==> src/rtl/dca_lsu_row_packer_pkg.sv <==
// Shared types and width derivations for the DCA LSU row packer.
package dca_lsu_row_packer_pkg;

    // Command fields are stored at a fixed width; the top level slices them back down.
    localparam int unsigned CMD_FIELD_W = 8;

    typedef struct packed {
        logic [CMD_FIELD_W-1:0] offset;
        logic [CMD_FIELD_W-1:0] count;
        logic [CMD_FIELD_W-1:0] ch;
    } cmd_t;

    typedef enum logic [1:0] {
        StIdle,
        StCollect,
        StEmit
    } state_e;

    function automatic int unsigned calc_epb(input int unsigned bw_data,
                                             input int unsigned bw_elem);
        return bw_data / bw_elem;
    endfunction

    function automatic int unsigned calc_bw_ofs(input int unsigned epb);
        int unsigned w;
        w = $clog2(epb);
        return (w < 1) ? 1 : w;
    endfunction

    function automatic int unsigned calc_bw_cnt(input int unsigned row_elements);
        return $clog2(row_elements + 1);
    endfunction

    function automatic int unsigned calc_bw_ch(input int unsigned num_ch);
        int unsigned w;
        w = $clog2(num_ch);
        return (w < 1) ? 1 : w;
    endfunction

endpackage

==> src/rtl/dca_lsu_cmd_fifo.sv <==
// Synchronous command FIFO with flush; exposes the head and the entry behind it.
module dca_lsu_cmd_fifo #(
    parameter int unsigned WIDTH = 24,
    parameter int unsigned DEPTH = 4
) (
    input  logic             i_clk,
    input  logic             i_rst,
    input  logic             i_flush,
    input  logic             i_push,
    input  logic [WIDTH-1:0] i_data,
    input  logic             i_pop,
    output logic [WIDTH-1:0] o_head,
    output logic [WIDTH-1:0] o_next,
    output logic             o_empty,
    output logic             o_full,
    output logic             o_multi
);

    localparam int unsigned AW = $clog2(DEPTH);

    logic [WIDTH-1:0] r_mem [DEPTH];
    logic [AW-1:0]    r_wr_ptr;
    logic [AW-1:0]    r_rd_ptr;
    logic [AW:0]      r_count;
    logic [AW-1:0]    w_rd_next;
    logic             w_do_push;
    logic             w_do_pop;

    assign w_do_push = i_push && !o_full;
    assign w_do_pop  = i_pop && !o_empty;
    assign w_rd_next = r_rd_ptr + AW'(1);

    assign o_head  = r_mem[r_rd_ptr];
    assign o_next  = r_mem[w_rd_next];
    assign o_empty = (r_count == '0);
    assign o_full  = (r_count == (AW+1)'(DEPTH));
    assign o_multi = (r_count > (AW+1)'(1));

    // Storage write; contents need no reset since the count gates visibility.
    always_ff @(posedge i_clk) begin
        if (w_do_push) begin
            r_mem[r_wr_ptr] <= i_data;
        end
    end

    // Pointer and occupancy tracking; flush behaves like reset.
    always_ff @(posedge i_clk) begin
        if (i_rst || i_flush) begin
            r_wr_ptr <= '0;
            r_rd_ptr <= '0;
            r_count  <= '0;
        end else begin
            if (w_do_push) begin
                r_wr_ptr <= r_wr_ptr + AW'(1);
            end
            if (w_do_pop) begin
                r_rd_ptr <= w_rd_next;
            end
            case ({w_do_push, w_do_pop})
                2'b10:   r_count <= r_count + (AW+1)'(1);
                2'b01:   r_count <= r_count - (AW+1)'(1);
                default: r_count <= r_count;
            endcase
        end
    end

endmodule

==> src/rtl/dca_lsu_row_packer.sv <==
// Load-side row assembler: queues row commands, extracts elements from read beats,
// packs and zero-pads them into a tagged output row.
module dca_lsu_row_packer
    import dca_lsu_row_packer_pkg::*;
#(
    parameter int unsigned BW_AXI_DATA  = 32,
    parameter int unsigned BW_ELEMENT   = 8,
    parameter int unsigned ROW_ELEMENTS = 4,
    parameter int unsigned CMD_DEPTH    = 4,
    parameter int unsigned NUM_CH       = 2,
    localparam int unsigned EPB    = calc_epb(BW_AXI_DATA, BW_ELEMENT),
    localparam int unsigned BW_OFS = calc_bw_ofs(EPB),
    localparam int unsigned BW_CNT = calc_bw_cnt(ROW_ELEMENTS),
    localparam int unsigned BW_CH  = calc_bw_ch(NUM_CH)
) (
    input  logic                               clk,
    input  logic                               rst,
    input  logic                               clear,
    input  logic                               cmd_valid,
    output logic                               cmd_ready,
    input  logic [BW_OFS-1:0]                  cmd_offset,
    input  logic [BW_CNT-1:0]                  cmd_count,
    input  logic [BW_CH-1:0]                   cmd_ch,
    input  logic                               rdata_valid,
    output logic                               rdata_ready,
    input  logic [BW_AXI_DATA-1:0]             rdata,
    input  logic                               rdata_last,
    output logic                               row_valid,
    input  logic                               row_ready,
    output logic [ROW_ELEMENTS*BW_ELEMENT-1:0] row_data,
    output logic [BW_CNT-1:0]                  row_count,
    output logic [BW_CH-1:0]                   row_ch,
    output logic                               busy,
    output logic                               err_short,
    output logic                               err_cmd
);

    cmd_t   w_push_cmd;
    cmd_t   w_head;
    cmd_t   w_next;
    logic   w_empty;
    logic   w_full;
    logic   w_multi;
    logic   w_legal;
    logic   w_push;
    logic   w_pop;
    logic   w_latch_head;
    logic   w_latch_next;
    logic   w_beat;

    state_e r_state;
    state_e w_state_nxt;
    cmd_t   r_cmd;
    logic   [BW_CNT-1:0] r_fill;
    logic   [BW_CNT-1:0] w_fill_nxt;
    logic   r_first;
    logic   [ROW_ELEMENTS*BW_ELEMENT-1:0] r_row;
    logic   [ROW_ELEMENTS*BW_ELEMENT-1:0] w_row;
    logic   r_err_short;
    logic   r_err_cmd;
    int unsigned w_idx;
    int unsigned w_cnt;
    int unsigned w_ofs;

    // Illegal counts still complete the handshake but are never queued.
    assign w_legal    = (cmd_count != '0) && (cmd_count <= BW_CNT'(ROW_ELEMENTS));
    assign cmd_ready  = !w_full;
    assign w_push     = cmd_valid && cmd_ready && w_legal && !clear;
    assign w_push_cmd = '{offset: CMD_FIELD_W'(cmd_offset),
                          count:  CMD_FIELD_W'(cmd_count),
                          ch:     CMD_FIELD_W'(cmd_ch)};

    dca_lsu_cmd_fifo #(
        .WIDTH ($bits(cmd_t)),
        .DEPTH (CMD_DEPTH)
    ) u_cmd_fifo (
        .i_clk   (clk),
        .i_rst   (rst),
        .i_flush (clear),
        .i_push  (w_push),
        .i_data  (w_push_cmd),
        .i_pop   (w_pop),
        .o_head  (w_head),
        .o_next  (w_next),
        .o_empty (w_empty),
        .o_full  (w_full),
        .o_multi (w_multi)
    );

    // Append this beat's candidate elements at the fill position, dropping overflow.
    always_comb begin
        w_cnt = 32'(r_cmd.count);
        w_ofs = 32'(r_cmd.offset) % EPB;
        w_row = r_row;
        w_idx = 32'(r_fill);
        for (int unsigned j = 0; j < EPB; j++) begin
            if ((!r_first || (j >= w_ofs)) && (w_idx < w_cnt)) begin
                w_row[w_idx*BW_ELEMENT +: BW_ELEMENT] = rdata[j*BW_ELEMENT +: BW_ELEMENT];
                w_idx = w_idx + 1;
            end
        end
        w_fill_nxt = BW_CNT'(w_idx);
    end

    // Next-state and control decode; the command stays queued until its row is taken.
    always_comb begin
        w_state_nxt  = r_state;
        w_pop        = 1'b0;
        w_latch_head = 1'b0;
        w_latch_next = 1'b0;
        w_beat       = 1'b0;
        unique case (r_state)
            StIdle: begin
                if (!w_empty) begin
                    w_latch_head = 1'b1;
                    w_state_nxt  = StCollect;
                end
            end
            StCollect: begin
                if (rdata_valid) begin
                    w_beat = 1'b1;
                    if (rdata_last) begin
                        w_state_nxt = StEmit;
                    end
                end
            end
            StEmit: begin
                if (row_ready) begin
                    w_pop = 1'b1;
                    if (w_multi) begin
                        w_latch_next = 1'b1;
                        w_state_nxt  = StCollect;
                    end else begin
                        w_state_nxt = StIdle;
                    end
                end
            end
            default: w_state_nxt = StIdle;
        endcase
    end

    // State, latched command, partial row and short-row flag.
    always_ff @(posedge clk) begin
        if (rst || clear) begin
            r_state     <= StIdle;
            r_cmd       <= '0;
            r_fill      <= '0;
            r_first     <= 1'b0;
            r_row       <= '0;
            r_err_short <= 1'b0;
        end else begin
            r_state <= w_state_nxt;
            if (w_latch_head || w_latch_next) begin
                r_cmd   <= w_latch_head ? w_head : w_next;
                r_fill  <= '0;
                r_first <= 1'b1;
                r_row   <= '0;
            end else if (w_beat) begin
                r_row   <= w_row;
                r_fill  <= w_fill_nxt;
                r_first <= 1'b0;
                if (rdata_last && (32'(w_fill_nxt) < w_cnt)) begin
                    r_err_short <= 1'b1;
                end
            end
        end
    end

    // Sticky flag for dropped commands.
    always_ff @(posedge clk) begin
        if (rst || clear) begin
            r_err_cmd <= 1'b0;
        end else if (cmd_valid && cmd_ready && !w_legal) begin
            r_err_cmd <= 1'b1;
        end
    end

    assign rdata_ready = (r_state == StCollect);
    assign row_valid   = (r_state == StEmit);
    assign row_data    = row_valid ? r_row : '0;
    assign row_count   = row_valid ? r_cmd.count[BW_CNT-1:0] : '0;
    assign row_ch      = row_valid ? r_cmd.ch[BW_CH-1:0] : '0;
    assign busy        = !w_empty || (r_state != StIdle);
    assign err_short   = r_err_short;
    assign err_cmd     = r_err_cmd;

endmodule
==> config.mk <==
export PLATFORM = sky130hd
export DESIGN_NAME = dca_lsu_row_packer
export DESIGN_NICKNAME = d
export VERILOG_FILES = /design/src/rtl/dca_lsu_row_packer_pkg.sv /design/src/rtl/dca_lsu_cmd_fifo.sv /design/src/rtl/dca_lsu_row_packer.sv
export SDC_FILE = /design/constraint.sdc
export NUM_CORES = 1
export LEC_CHECK = 0
export ABC_AREA = 1
export CAP_MARGIN = 20
export CORE_MARGIN = 2
export CORE_UTILIZATION = 30
export CTS_CLUSTER_DIAMETER = 150
export DETAILED_ROUTE_END_ITERATION = 16
export HOLD_SLACK_MARGIN = 0.08
export PLACE_DENSITY = 0.58
export SLEW_MARGIN = 20
export SYNTH_ARGS = -nofsm -noshare
export SYNTH_HDL_FRONTEND = slang
export SYNTH_SLANG_ARGS = --single-unit
==> constraint.sdc <==
create_clock -name clk -period 12.35 [get_ports clk]
set_clock_uncertainty 0.05 [all_clocks]
set_input_delay 2.47 -clock clk [delete_from_list [all_inputs] [get_ports clk]]
set_output_delay 2.47 -clock clk [all_outputs]
set_load 0.05 [all_outputs]
==> results of run 1 <==
-- layout make-up --
type                            count  share of cell area, %
Timing Repair Buffer               91                   11.6
Clock inverter                      7                  0.847
Tap cell                          275                   4.40
Sequential cell                    79                   23.3
Multi-Input combinational cell    749                   51.2
Inverter                          121                   5.83
Clock buffer                        9                   2.88
-- where the power goes --
| part | total [uW] | internal [uW] | switching, uW |
|---|---|---|---|
| logic | 195 | 58.8 | 137 |
| registers | 270 | 269 | 1.54 |
| clock network | 277 | 143 | 134 |
| total | 743 | 471 | 272 |
-- registers in the layout, summed over array words and instances (netlist names), named ones only --
signal,cells
err_short,1
u_cmd_fifo.r_wr_ptr,2
r_row,32
err_cmd,1
r_fill,3
u_cmd_fifo.r_mem,24
u_cmd_fifo.r_count,3
u_cmd_fifo.r_rd_ptr,2
r_cmd,6
r_state,2
r_first,1
-- worst max path at each step --
stage	slack [ps]	cells after the start	startpoint	end
after floorplan	7490	6	r_state[1]	row_count[0]
after global placement	6640	10	row_ready	r_fill[1]
after detailed placement	6980	31	r_fill[0]	r_row[13]
after CTS	6990	31	r_fill[0]	r_row[8]
after global routing	6350	31	r_fill[0]	r_row[14]
final	6950	31	r_fill[0]	r_row[8]
-- stage by stage --
stage	util [%]	hold WS (ps)	std cells
2_1_floorplan	-	394	985
3_3_place_gp	35.7	393	1314
3_5_place_dp	35.7	393	1315
4_1_cts	37.1	406	1331
5_1_grt	37.1	418	1331
6_report	37.1	405	1331
-- critical path: cells and delay by family (launching register included) --
family / cells / cell delay (ps)
AOI/OAI and AO/OA: 3 / 570
adders and majority gates: 3 / 860
buffers and inverters: 6 / 640
DFF: 1 / 720
and+or+nand+nor: 19 / 2460
-- cell usage in the layout, fill, tap and decap left out, types with 4 or more instances in the layout --
cell / n
edfxtp_1: 24
buf_4: 4
o21ai_0: 59
a22oi_1: 6
or2_2: 4
clkdlybuf4s50_1: 86
o211ai_2: 8
inv_2: 9
nor3_1: 5
dfxtp_1: 55
o211ai_1: 33
nand2_1: 248
nand4_1: 21
clkinv_1: 5
inv_6: 5
xor2_1: 5
ha_1: 30
nand3_1: 90
clkbuf_16: 9
a21oi_1: 59
inv_1: 106
nor2_1: 119
nand2_4: 6
nand2_2: 12
-- cells by family (layout without fill, tap and decap cells) --
logic type | count (synthesis) | after routing
flip-flops | 79 | 79
other | 1 | 2
AND/OR/NAND/NOR | 525 | 525
adder cells (fa/ha/maj) | 30 | 30
buffers and inverters | 157 | 228
XOR/XNOR | 8 | 8
AO/OA/AOI/OAI | 184 | 184
-- layer usage --
metal | share of wire (%) | track usage (%)
met1 | 50 | 29.3
met2 | 40 | 26.6
met3 | 8.2 | 3.91
met4 | 2.0 | 5.56
met5 | 0 | 0
==> results_dict.tcl, run 1 <==
set metrics [dict create \
    slowest_stage "dfxtp_1" \
    layout.area.seq_sq_mm 0.00182 \
    number_of_drc_markers_after_the_initial_detailed_route_iteration 734 \
    postCtsHoldBufs 0 \
    portBuffers 86 \
    hold_class "flop to flop" \
    synth_top_area_share_pct 17.1 \
    maximum_number_of_pins_on_one_net_before_global_route_repair 45 \
    antenna_violations_before_repair 0 \
    cts_resizes 0 \
    grt_overflow_total 0 \
    ctsLongestPathBuffers 2 \
    cpPeakStageDelay_ps 720 \
    fp-row-count 53 \
    synth_warnings 0 \
    layout_min_cycle_time_ps 5400 \
    cell_pwr_density_mw_per_mm2 94.9 \
    synth_common_cells "nand2_1 (248), nor2_1 (119), inv_1 (106)" \
    yosysMostFrequentCell "nand2_1" \
    dpl_worst_slack_ps 6980 \
    fillers 2298 \
    synthSimpleGateAreaFrac_pct 37.4 \
    areaGrowthSynthToFinish_pct 21.3 \
    crit_start_category "flop" \
    pwr_total_uw 743 \
    timing.rr.start "r_fill[0]" \
    track_usage_pct 19.1 \
    count_of_flip_flops_with_a_built_in_enable_after_synthesis 24 \
    yosys-top-cells-area "dfxtp_1 (17%), nand2_1 (14%), edfxtp_1 (11%)" \
    clock_sinks 79 \
    result_of_the_run "finished, final reports clean" \
    worst_hold_path.num_cells 2 \
    final_setup_fails 0 \
    clock_tree.root_cell "clkbuf_16" \
    cap_viol_max_count 0 \
    numCtsBuffers 9 \
    tightest_pin_transition_ps 953 \
    fin_crit_sh_pct 43.7 \
    synthCells 984 \
    worstReg2RegEnd "r_row[8]" \
    r2r_setup_slack_ps 6950 \
    initial_utilization_pct 30.6 \
    final_cell_area_sq_mm 0.00783 \
    synth_area_leader_cell "dfxtp_1" \
    antenna_left 0 \
    final_net_count 1126 \
    critical_path.endpoint_type "flop" \
    rsz_0062_raised_after_global_routing "no" \
    dp_hpwl_um 16400 \
    min-delay-start "err_cmd" \
    dominant_combinational_cell_family_by_area_after_synthesis "simple AND/OR/NAND/NOR gates" \
    asyncSetResetFlopFracSynth_pct 0 \
    tritoncts "yes" \
    wire_per_inst_um 16.2 \
    synth-compound-area-share_pct 17.6 \
    fp.coreArea_sq_mm 0.0211 \
    min_to "err_cmd" \
    setup_total_negative_slack_ps 0 \
    total_die_area_sq_mm 0.0227 \
    synth_ff_type "dfxtp_1" \
    gp_routability_congestion 0.985 \
    vias_per_cell 5.07 \
    post-cts-setup-buffers 0 \
    synth-seq-cells 79 \
    pin_count 87 \
    routed_via_count 6754 \
    die_h_um 151 \
    timing.slew.headroom_pct 36.1 \
    die_w_um 151 \
    syn_area_per_cell_sq_um 6.56 \
    power_leakage_uw 0.00312 \
    postLayoutSetupSlackWorst_ps 6950 \
    clock_latency_ps 370 \
    grt_pass1_vias 5950 \
    max_clock_freq_mhz 185 \
    crit_arrival_ps 5650 \
    clk_pin_slew_ps 70 \
    synth_mux_area_share_pct 0 \
    hold_viol_final 0 \
    reg2reg_depth 31 \
    worst-endpoint-required_ps 12600 \
    crit_top_cell "nand2_1" \
    wl_um 21500 \
    antenna-diode-count 0 \
    ctsHtreeMaxLevel 3 \
    synthesis.area_sq_mm 0.00646 \
    grt_pass1_wl_um 33300 \
    final_layout_size_suffix_gt1_share_pct 7.95 \
    adder_cell_share_of_the_synthesized_area_pct 5.81 \
    synth_xor_xnor_area_share_pct 1.09 \
    criticalPathCategory "flop to flop" \
    number_of_distinct_standard_cells_referenced_by_the_synthesized_netlist 52 \
    dpl-instance-area_sq_mm 0.00754 \
    drt_pre_antenna_iters 5 \
    multiInputGateArea_sq_mm 0.00401 \
    critical_path.max_fanout 18 \
    post-route-drc-count 0 \
    vdd.ir_drop.worst_uv 73.0 \
    synth_seq_area_share_pct 28.2 \
    timing.final.max_slew_violations 0 \
]
Power figures use the tool's default switching activity.
==> inputs of run 2 (changes only) <==
==> constraint.sdc (replaced) <==
create_clock -name clk -period 5.4 [get_ports clk]
set_clock_uncertainty 0.05 [all_clocks]
set_input_delay 1.08 -clock clk [delete_from_list [all_inputs] [get_ports clk]]
set_output_delay 1.08 -clock clk [all_outputs]
set_load 0.05 [all_outputs]
==> run 2 against run 1 <==
Compared with the run above:
- clock power rose by 140%
- final cell count rose by 1.4%
- fmax rose by 11%
- combinational power rose by 130%
- final area rose by 2.1%
- worst hold slack improved by 6.6 ps
- global-route usage rose by 0.42 points
- non-clock buffer count rose by 19
- via count rose by 2.6%
- sequential share of layout area fell by 0.47 points
==> results_dict.tcl, run 2 (synthesis results as in run 1) <==
set metrics [dict create \
    met2RoutedLength_um 9060 \
    crit_start_category "flop" \
    tightest_pin_transition_ps 1040 \
    vias_per_cell 5.13 \
    portBuffers 86 \
    cap_viol_max_count 0 \
    power_leakage_uw 0.00322 \
    fillers 2324 \
    min-delay-start "err_cmd" \
    vdd.ir_drop.worst_uv 163 \
    pin_count 87 \
    clock_latency_ps 360 \
    worst-endpoint-required_ps 5630 \
    drt-met1-wl_um 10600 \
    ctsLongestPathBuffers 2 \
    final_setup_fails 0 \
    post-route-drc-count 0 \
    crit_arrival_ps 5110 \
    ctsHtreeMaxLevel 3 \
    final_layout_size_suffix_gt1_share_pct 9.67 \
    antenna_violations_before_repair 0 \
    timing.slew.headroom_pct 30.7 \
    layout_commonest_cell "nand2_1" \
    flip_flop_count_of_the_largest_register_all_copies_and_words_added 32 \
    layout_min_cycle_time_ps 4880 \
    timing.critical_path.max_delay_family "simple AND/OR/NAND/NOR gates" \
    min_to "err_cmd" \
    clock_sinks 79 \
    pwr_total_uw 1730 \
    clock_tree.root_cell "clkbuf_16" \
    grt_overflow_total 0 \
    fp-row-count 53 \
    criticalPathCategory "flop to flop" \
    fp.coreArea_sq_mm 0.0211 \
    cpPeakStageDelay_ps 340 \
    crit_top_cell "nand2_1" \
    worstReg2RegEnd "r_row[9]" \
    timing.final.max_slew_violations 0 \
    timing.rr.start "r_cmd[9]" \
    reg2reg_depth 34 \
    grt_pass1_vias 6099 \
    number_of_drc_markers_after_the_initial_detailed_route_iteration 731 \
    grt_pass1_wl_um 34000 \
    slowest_stage "dfxtp_1" \
    worst_hold_path.num_cells 2 \
    antenna-diode-count 0 \
    die_h_um 151 \
    gp_routability_congestion 0.959 \
    maxUsedRoutingLayer "met4" \
    track_usage_pct 19.5 \
    areaGrowthSynthToFinish_pct 23.8 \
    maximum_number_of_pins_on_one_net_before_global_route_repair 40 \
    r2r_setup_slack_ps 520 \
    routed_via_count 6930 \
    result_of_the_run "finished, final reports clean" \
    cell_pwr_density_mw_per_mm2 217 \
    hold_viol_final 0 \
    drt_pre_antenna_iters 5 \
    initial_utilization_pct 30.6 \
    rsz_0062_raised_after_global_routing "no" \
    clk_pin_slew_ps 70 \
    setup_total_negative_slack_ps 0 \
    top_regs "r_row x32, u_cmd_fifo.r_mem x24, r_cmd x6" \
    die_w_um 151 \
    hold_class "flop to flop" \
    critical_path.max_fanout 8 \
    timing.critical_path.buf_inv 6 \
    dp_hpwl_um 16600 \
    hold_ws_ps 411 \
    wire_per_inst_um 16.2 \
    antenna_left 0 \
    detailroute.wirelength.met3_um 1860 \
    most-common-layout-cells "nand2_1 (248), nor2_1 (119), inv_1 (105)" \
    tritoncts "yes" \
    postCtsHoldBufs 0 \
    numCtsBuffers 9 \
    max_clock_freq_mhz 205 \
    regMostFlops "r_row" \
    wl_um 21900 \
    critical_path.endpoint_type "flop" \
    final_net_count 1145 \
    fin_crit_sh_pct 90.3 \
    total_die_area_sq_mm 0.0227 \
]
## run 2: cell types whose count changed in the layout (fill, tap and decap cells not counted), sizes merged
cell	previous run	this run
bufinv	0	1
inv	123	121
clkinvlp	0	1
buf	5	24
## run 2: what timing repair did
action	CTS	global route
setup endpoints to repair	0	24
setup buffers	0	4
resized for setup	0	2
## run 2: layout make-up
cell class                      instances  area, sq um  area share (%)
Timing Repair Buffer                  110         1040            13.0
Clock buffer                            9          225            2.82
Clock inverter                          7         86.3            1.08
Multi-Input combinational cell        749         4020            50.3
Inverter                              121          457            5.71
Tap cell                              275          344            4.31
Sequential cell                        79         1820            22.8
## run 2: worst min-delay path: cells and delay by family (launching register included)
family / cells / cell delay [ps]
AO/OA/AOI/OAI: 1 / 50
buffers and inverters: 1 / 50
flip-flops: 1 / 320
## run 2: routing by layer
metal,vias up,global-route usage (%)
li1,3442,-
met1,3191,29.2
met2,269,27.9
met3,28,4.52
met4,0,5.14
met5,-,0
## run 2: power breakdown
part           switching [uW]  leakage (uW)  internal [uW]
logic                     316       0.00241            137
clock network             292      0.000151            370
registers                2.82      0.000660            615
total                     610       0.00322           1120
## run 2: worst max-delay path by stage
| stage | from | endpoint | slack (ps) | cells after the start |
|---|---|---|---|---|
| 2_1_floorplan | r_cmd[9] | r_row[25] | 960 | 32 |
| 3_3_place_gp | r_cmd[9] | r_row[30] | 440 | 34 |
| 3_5_place_dp | r_cmd[9] | r_row[9] | 300 | 34 |
| 4_1_cts | r_cmd[9] | r_row[9] | 290 | 35 |
| 5_1_grt | r_cmd[9] | r_row[24] | 20 | 35 |
| 6_report | r_cmd[9] | r_row[9] | 520 | 34 |
## run 2: through the flow
stage | setup WS (ps) | util, % | instances | instance area (sq um)
CTS | 292 | 37.7 | 1346 | 7950
global placement | 436 | 36.2 | 1330 | 7640
finish | 524 | 37.9 | 1350 | 7990
detailed placement | 302 | 36.2 | 1330 | 7640
global route | 19.7 | 37.9 | 1350 | 7990
floorplan | 957 | - | 985 | 6460
